`src/rtl/mem_readout_arbiter_pkg.sv`:
```
// -----------------------------------------------------------------------------
// mem_readout_arbiter_pkg
// Purpose : shared constants, types and the memory-index to mux-select mapping
//           used by the readout arbiter, the downstream mem_mux and benches.
// Ports   : none (package).
// -----------------------------------------------------------------------------
package mem_readout_arbiter_pkg;

  localparam int NMEM   = 12;  // memory ports, fixed by the 12:1 mux
  localparam int NENT_W = 6;   // entry count / read address width
  localparam int IDX_W  = 4;   // memory index width (also the select width)

  // Select codes. 4'hA is a hole in the mux decode and is never driven;
  // 4'hF is kept for a future header stream.
  localparam logic [3:0] SEL_UNUSED = 4'hA;
  localparam logic [3:0] SEL_HDR    = 4'hF;

  typedef enum logic {
    ST_IDLE = 1'b0,
    ST_RUN  = 1'b1
  } state_t;

  // One stage of the data-alignment pipe.
  typedef struct packed {
    logic       vld;
    logic       last;
    logic [3:0] sel;
  } pipe_t;

  // Memories 0..9 map straight through; 10 and 11 skip over code 4'hA.
  function automatic logic [3:0] idx_to_sel(input logic [IDX_W-1:0] idx);
    if (idx < 4'd10) begin
      return idx;
    end
    return idx + 4'd1;
  endfunction

endpackage

```
`src/rtl/mem_readout_arbiter_if.sv`:
```
// -----------------------------------------------------------------------------
// mem_readout_arbiter_if
// Purpose : groups the event trigger, memory read bus, mux select and stream
//           flags of the readout arbiter.
// Signals : start      - one-cycle event pulse
//           nent_all   - packed per-memory entry counts
//           rd_en      - one-hot memory read enable
//           rd_addr    - shared read address
//           sel        - binary select to mem_mux
//           dat_valid  - mux output word valid
//           dat_last   - final word of the event
//           busy       - readout in progress
//           truncated  - event cut short (budget or abort)
// Modports: master = arbiter side, slave = environment side.
// -----------------------------------------------------------------------------
interface mem_readout_arbiter_if;
  import mem_readout_arbiter_pkg::*;

  logic                     start;
  logic [NMEM*NENT_W-1:0]   nent_all;
  logic [NMEM-1:0]          rd_en;
  logic [NENT_W-1:0]        rd_addr;
  logic [3:0]               sel;
  logic                     dat_valid;
  logic                     dat_last;
  logic                     busy;
  logic                     truncated;

  modport master (
    input  start, nent_all,
    output rd_en, rd_addr, sel, dat_valid, dat_last, busy, truncated
  );

  modport slave (
    output start, nent_all,
    input  rd_en, rd_addr, sel, dat_valid, dat_last, busy, truncated
  );

endinterface

```
`src/rtl/mem_readout_arbiter_prio_enc12.sv`:
```
// -----------------------------------------------------------------------------
// prio_enc12
// Purpose : combinational lowest-set-bit encoder over 12 request lines.
// Ports   : i_req - request vector (bit i = memory i has entries left)
//           o_idx - index of the lowest set bit (0 when none set)
//           o_any - at least one request bit is set
// -----------------------------------------------------------------------------
module prio_enc12
  import mem_readout_arbiter_pkg::*;
(
  input  logic [NMEM-1:0]  i_req,
  output logic [IDX_W-1:0] o_idx,
  output logic             o_any
);

  // Scan from the top down so the lowest set index is the last one written.
  always_comb begin
    o_idx = '0;
    o_any = 1'b0;
    for (int i = NMEM - 1; i >= 0; i--) begin
      if (i_req[i]) begin
        o_idx = IDX_W'(i);
        o_any = 1'b1;
      end
    end
  end

endmodule

```
`src/rtl/mem_readout_arbiter.sv`:
```
// -----------------------------------------------------------------------------
// mem_readout_arbiter
// Purpose : per event, latch the entry counts of 12 memories and drain them
//           lowest index first, one word per cycle, under a per-event cycle
//           budget. Drives one-hot read enables and a shared address, the
//           mux select aligned with memory data, and valid/last flags aligned
//           with the registered mux output.
// Ports   : clk   - system clock
//           reset - synchronous active-high reset
//           bus   - mem_readout_arbiter_if.master (start, nent_all, rd_en,
//                   rd_addr, sel, dat_valid, dat_last, busy, truncated)
// Params  : MEM_LAT    - rd_en to data-at-mux-input latency (>= 1)
//           MAX_CYCLES - read-issue budget per event
// -----------------------------------------------------------------------------
module mem_readout_arbiter
  import mem_readout_arbiter_pkg::*;
#(
  parameter int MEM_LAT    = 1,
  parameter int MAX_CYCLES = 108
) (
  input  logic                  clk,
  input  logic                  reset,
  mem_readout_arbiter_if.master bus
);

  localparam int               CNT_W   = $clog2(MAX_CYCLES + 1);
  localparam logic [CNT_W-1:0] CNT_MAX = CNT_W'(MAX_CYCLES);

  state_t                r_state, w_state_next;
  logic [NENT_W-1:0]     w_in_nent  [NMEM];
  logic [NENT_W-1:0]     r_nent     [NMEM];
  logic [NENT_W-1:0]     r_rem      [NMEM];
  logic [NENT_W-1:0]     w_base     [NMEM];
  logic [NENT_W-1:0]     w_len      [NMEM];
  logic [NENT_W-1:0]     w_rem_dec  [NMEM];
  logic [NENT_W-1:0]     w_rem_next [NMEM];
  logic [NMEM-1:0]       w_req, w_left_vec, w_pend_vec;
  logic [IDX_W-1:0]      w_idx;
  logic                  w_any, w_active, w_issue, w_left, w_pending;
  logic                  w_budget_hit, w_last;
  logic [CNT_W-1:0]      r_cnt, w_cnt_base, w_cnt_inc;
  logic [NENT_W-1:0]     w_addr;
  logic                  r_truncated, w_trunc_next;
  logic [NMEM-1:0]       r_rd_en;
  logic [NENT_W-1:0]     r_rd_addr;
  logic                  r_issue, r_last;
  logic [3:0]            r_code, r_sel;
  pipe_t                 w_stage0;
  pipe_t [MEM_LAT+1:1]   r_pipe;
  pipe_t [MEM_LAT+1:0]   w_all;

  // A start (in either state) replaces whatever is left with the new counts,
  // so the pick for the next cycle comes straight from nent_all.
  assign w_active   = bus.start || (r_state == ST_RUN);
  assign w_cnt_base = bus.start ? '0 : r_cnt;
  assign w_cnt_inc  = w_cnt_base + CNT_W'(1);

  generate
    for (genvar gi = 0; gi < NMEM; gi++) begin : g_mem
      assign w_in_nent[gi]  = bus.nent_all[gi*NENT_W +: NENT_W];
      assign w_base[gi]     = bus.start ? w_in_nent[gi] : r_rem[gi];
      assign w_len[gi]      = bus.start ? w_in_nent[gi] : r_nent[gi];
      assign w_req[gi]      = w_active && (w_base[gi] != '0);
      assign w_rem_dec[gi]  = (w_issue && (w_idx == IDX_W'(gi)))
                              ? w_base[gi] - NENT_W'(1) : w_base[gi];
      assign w_rem_next[gi] = w_budget_hit ? '0 : w_rem_dec[gi];
      assign w_left_vec[gi] = (w_rem_dec[gi] != '0);
      assign w_pend_vec[gi] = (r_rem[gi] != '0);
    end
  endgenerate

  prio_enc12 u_prio (
    .i_req (w_req),
    .o_idx (w_idx),
    .o_any (w_any)
  );

  assign w_issue   = w_any;
  assign w_left    = |w_left_vec;
  assign w_pending = |w_pend_vec;

  // The issue that reaches the budget with work left ends the event early.
  assign w_budget_hit = w_issue && w_left && (w_cnt_inc == CNT_MAX);
  assign w_last       = w_issue && (!w_left || (w_cnt_inc == CNT_MAX));

  // Address counts up from 0: total entries minus entries still to read.
  always_comb begin
    w_addr = '0;
    for (int i = 0; i < NMEM; i++) begin
      if (w_idx == IDX_W'(i)) begin
        w_addr = w_len[i] - w_base[i];
      end
    end
  end

  always_comb begin
    w_state_next = r_state;
    w_trunc_next = r_truncated;
    case (r_state)
      ST_IDLE: begin
        if (bus.start) begin
          w_trunc_next = w_budget_hit;
          w_state_next = w_issue ? ST_RUN : ST_IDLE;
        end
      end
      ST_RUN: begin
        // Abort flags the interrupted event only if it still had work.
        if (bus.start) begin
          w_trunc_next = w_pending || w_budget_hit;
        end else begin
          w_trunc_next = r_truncated || w_budget_hit;
        end
        w_state_next = w_issue ? ST_RUN : ST_IDLE;
      end
      default: w_state_next = ST_IDLE;
    endcase
  end

  // Stage 0 is the issue on the memory bus this cycle; stage k is k cycles on.
  assign w_stage0 = '{vld: r_issue, last: r_last, sel: r_code};
  assign w_all    = {r_pipe, w_stage0};

  always_ff @(posedge clk) begin
    if (reset) begin
      r_state     <= ST_IDLE;
      r_truncated <= 1'b0;
      r_cnt       <= '0;
      r_issue     <= 1'b0;
      r_last      <= 1'b0;
      r_rd_en     <= '0;
      r_rd_addr   <= '0;
      r_code      <= '0;
      r_sel       <= '0;
      r_pipe      <= '0;
      for (int i = 0; i < NMEM; i++) begin
        r_rem[i]  <= '0;
        r_nent[i] <= '0;
      end
    end else begin
      r_state     <= w_state_next;
      r_truncated <= w_trunc_next;
      r_cnt       <= w_issue ? w_cnt_inc : w_cnt_base;
      r_issue     <= w_issue;
      r_last      <= w_last;
      r_rd_en     <= w_issue ? (NMEM'(1) << w_idx) : '0;
      if (w_issue) begin
        r_rd_addr <= w_addr;
        r_code    <= idx_to_sel(w_idx);
      end
      for (int i = 0; i < NMEM; i++) begin
        r_rem[i] <= w_rem_next[i];
        if (bus.start) begin
          r_nent[i] <= w_in_nent[i];
        end
      end
      r_pipe[1] <= w_stage0;
      for (int k = 2; k <= MEM_LAT + 1; k++) begin
        r_pipe[k] <= r_pipe[k-1];
      end
      // sel only moves for real words, so it holds while idle.
      if (w_all[MEM_LAT-1].vld) begin
        r_sel <= w_all[MEM_LAT-1].sel;
      end
    end
  end

  assign bus.rd_en     = r_rd_en;
  assign bus.rd_addr   = r_rd_addr;
  assign bus.sel       = r_sel;
  assign bus.dat_valid = w_all[MEM_LAT+1].vld;
  assign bus.dat_last  = w_all[MEM_LAT+1].vld && w_all[MEM_LAT+1].last;
  assign bus.busy      = (r_state == ST_RUN);
  assign bus.truncated = r_truncated;

endmodule

```
`src/flat_wrapper.sv`:
```
// flat-port wrapper written by rule: the top's interface ports become plain ports
module mem_readout_arbiter_flat import mem_readout_arbiter_pkg::*;
#(
  parameter int MEM_LAT    = 1,
  parameter int MAX_CYCLES = 108
)
  (clk, reset, bus_start, bus_nent_all, bus_rd_en, bus_rd_addr, bus_sel, bus_dat_valid, bus_dat_last, bus_busy, bus_truncated);
  mem_readout_arbiter_if bus_i ();
  input  logic clk;
  input  logic reset;
  input wire logic [$bits(bus_i.start)-1:0] bus_start;
  input wire logic [$bits(bus_i.nent_all)-1:0] bus_nent_all;
  output wire logic [$bits(bus_i.rd_en)-1:0] bus_rd_en;
  output wire logic [$bits(bus_i.rd_addr)-1:0] bus_rd_addr;
  output wire logic [$bits(bus_i.sel)-1:0] bus_sel;
  output wire logic [$bits(bus_i.dat_valid)-1:0] bus_dat_valid;
  output wire logic [$bits(bus_i.dat_last)-1:0] bus_dat_last;
  output wire logic [$bits(bus_i.busy)-1:0] bus_busy;
  output wire logic [$bits(bus_i.truncated)-1:0] bus_truncated;
  assign bus_i.start = bus_start;
  assign bus_i.nent_all = bus_nent_all;
  assign bus_rd_en = bus_i.rd_en;
  assign bus_rd_addr = bus_i.rd_addr;
  assign bus_sel = bus_i.sel;
  assign bus_dat_valid = bus_i.dat_valid;
  assign bus_dat_last = bus_i.dat_last;
  assign bus_busy = bus_i.busy;
  assign bus_truncated = bus_i.truncated;
  mem_readout_arbiter #(.MEM_LAT(MEM_LAT), .MAX_CYCLES(MAX_CYCLES)) u_core (.clk(clk), .reset(reset), .bus(bus_i));
endmodule
```
`config.mk`:
```
export PLATFORM = sky130hd
export DESIGN_NAME = mem_readout_arbiter_flat
export DESIGN_NICKNAME = d
export VERILOG_FILES = /design/src/rtl/mem_readout_arbiter_pkg.sv /design/src/rtl/mem_readout_arbiter_if.sv /design/src/rtl/mem_readout_arbiter_prio_enc12.sv /design/src/rtl/mem_readout_arbiter.sv /design/src/flat_wrapper.sv
export SDC_FILE = /design/constraint.sdc
export NUM_CORES = 1
export LEC_CHECK = 0
export CORE_MARGIN = 2
export CORE_UTILIZATION = 56
export CTS_BUF_LIST = sky130_fd_sc_hd__clkbuf_8
export CTS_CLUSTER_DIAMETER = 120
export DETAILED_ROUTE_END_ITERATION = 12
export PLACE_DENSITY = 0.88
export SETUP_SLACK_MARGIN = 0.5
export SLEW_MARGIN = 5
export SYNTH_ARGS = -nofsm -noshare
export SYNTH_HDL_FRONTEND = slang
export SYNTH_SLANG_ARGS = --single-unit
```
`constraint.sdc`:
```
create_clock -name clk -period 5.6 [get_ports clk]
set_input_delay 0.56 -clock clk [delete_from_list [all_inputs] [get_ports clk]]
set_output_delay 0.56 -clock clk [all_outputs]
set_load 0.01 [all_outputs]
```
==> metrics.yaml <==
wire_per_inst_um: 23.72
antenna_found_initial: 0
cts_buffers: 17
power_leakage_nw: 6.531
die-area_mm2: 0.02525
grt_pass1_vias: 12160
synth.distinct_cells: 93
post_drt_via_cell_ratio: 6.321
rows: 56
syn_nets: 1750
num_vias: 12980
ys_seq_area_share_pct: 32.92
setup_viol: 0
ctsHoldBuffers: 0
cts_tree: "built"
hold_viol: 0
maxCapViolCount: 0
pin_count: 101
diodes: 0
clock_latency_ns: 0.50
die_h_um: 158.9
clock_skew_ns: 0.02740
end_kind: "flip-flop"
syn_area_mm2: 0.01344
syn-mean-instance-area_um2: 8.517
preCtsSetupSlack_ns: 0.08598
tns_ns: 0
holdWs_ns: 0.4512
final_common_cell: "nor2_1"
worstSetupPathType: "in2reg"
netlist_instances: 1578
coreArea_mm2: 0.02354
r2r.worst_path.cells: 20
grt_max_degree: 88
crit_required_ns: 6.04
async_reset_ff_share_pct: 0
setup_slack_ns: 0.6857
hp-class: "reg2reg"
grt_overflow: 0
place.gp.congestion: 1.056
fillers: 2004
start_util_pct: 57.08
root_buffer: "clkbuf_8"
clk_pin_slew_ns: 0.12
rsz0062_at_grt: "false"
powerDensity_mw_per_mm2: 250.2
r2r_slack_ns: 0.77
grt_pass1_wl_um: 73530
fp.dieW_um: 158.9
cts.sinks: 185
hpwl_um: 37660
track_usage_pct: 38.00
portBuffers: 100
layout_common_cells: "nor2_1 (197), nand2_1 (113), dfxtp_1 (113)"
min_path_cells: 1
drive_above_1_share_pct: 11.93
slew_headroom_pct: 19.84
synth.ff_latch_count: 185
drtIter0Drc: 1492
layout.area.seq_mm2: 0.004424
synthFlopType: "dfxtp_1"
cts_max_path_buffers: 2
nNetsFinal: 1894
htreeDepth: 4
cp_max_fo: 27
status: "finished clean"
drc_errors: 0
clock.fmax_mhz: 203.5
detail_route.first_pass.iterations: 6
tightestPinTransition_ns: 1.187
routed_wl_um: 48720
period_share_pct: 87.75
peakVddDrop_v: 0.0001903
fin_crit_ns: 4.914
critPathLaunchType: "primary input"
critPathArrivalTime_ns: 5.36
antenna_left: 0
multi_input_area_mm2: 0.008357
synthToLayoutAreaGrowth_pct: 17.88
synth_edf_count: 72
drv_slew: 0
synth_warnings: 0
registers in the layout, indices dropped and copies added, names as in the netlist, 3 cells and up:
register            count
u_core.r_nent          72
u_core.r_rem           72
u_core.bus.rd_en       12
u_core.r_cnt            7
u_core.bus.rd_addr      6
u_core.bus.sel          4
u_core.r_code           4
u_core.r_pipe           3
cell families (layout without fill, tap and decap cells):
kind of cell | count (synthesis) | count (layout) | synth area share (%)
flip-flops | 185 | 185 | 32.92
AND/OR/NAND/NOR | 575 | 575 | 21.51
XOR/XNOR | 119 | 119 | 7.755
multiplexers | 63 | 63 | 4.832
buffers and inverters | 185 | 342 | 5.716
AO/OA/AOI/OAI | 354 | 354 | 17.57
adder cells (fa/ha/maj) | 97 | 97 | 9.701
what timing repair did:
action                     CTS  global route
setup buffers                0             4
resized for setup            0            20
setup endpoints to repair    0             7
critical path, stage by stage:
cell and delay [ns]:
buf_6 0.23, buf_12 0.23, buf_4 0.17, nor3b_1 0.29, o221ai_1 0.33, or4_1 0.56, a211o_1 0.34, nand2_1 0.09
nand2_2 0.10, inv_2 0.11, ha_1 0.20, nand2_1 0.12, or4_1 0.46, a22oi_1 0.27, o2111ai_2 0.19, a2111oi_4 0.36
nand4_1 0.21, buf_4 0.18, nor3_1 0.19, o21a_1 0.14
where the power goes:
group          internal (mW)  total (mW)  switching, mW  leakage (nW)
Sequential              1.50        1.57         0.0688          1.70
Combinational          0.570        1.39          0.823          4.61
Clock                  0.388        1.00          0.615         0.215
final cells by class:
type                    count  area share, %
multi-input cells        1208          52.75
flip-flops and latches    185          27.93
repair buffers            204          11.62
well taps                 319          2.519
inverters                 106          2.511
clock buffers              17          1.477
clock inverters            15          1.200
stage by stage:
step / instances / total power, mW / utilization (%) / cell area [um2]
3_3_place_gp: 2018 / 2.903 / 65.00 / 15300
2_1_floorplan: 1578 / 2.390 / - / 13470
3_5_place_dp: 2018 / 2.919 / 65.00 / 15300
5_1_grt: 2054 / 4.112 / 67.29 / 15840
6_report: 2054 / 3.963 / 67.29 / 15840
4_1_cts: 2050 / 3.901 / 66.80 / 15730
routing by layer:
metal	routed length [um]	GRT usage (%)	vias to the layer above
li1	-	-	5931
met1	21200	54.83	6206
met2	20560	55.54	747
met3	5280	9.613	99
met4	1683	12.73	0
met5	0	0	-
Yosys cell counts, drive strengths merged, types with 21 or more instances:
library cell	count	area share (%)
nand2	116	3.2
inv	105	2.9
nor3	61	2.4
nor4	34	1.8
mux2i	51	3.8
edfxtp	72	16
nor2b	31	1.4
buf	34	1.5
ha	85	7.9
a21oi	83	3.1
dfxtp	113	17
nand4	22	1.1
and3	28	1.3
nor2	198	5.5
xor2	38	2.5
xnor2	81	5.3
o21ai	87	3.2
a21o	21	1.2
clkbuf	45	1.3
a21boi	42	2.3
worst paths after layout:
check / startpoint / to
max: bus_start / u_core.r_last
min: u_core.r_pipe[4] / u_core.r_pipe[10]
max reg2reg: u_core.r_rem[2][12] / u_core.r_last
min reg2reg: u_core.r_pipe[4] / u_core.r_pipe[10]
Note: power is estimated with default switching activity, not from simulation.
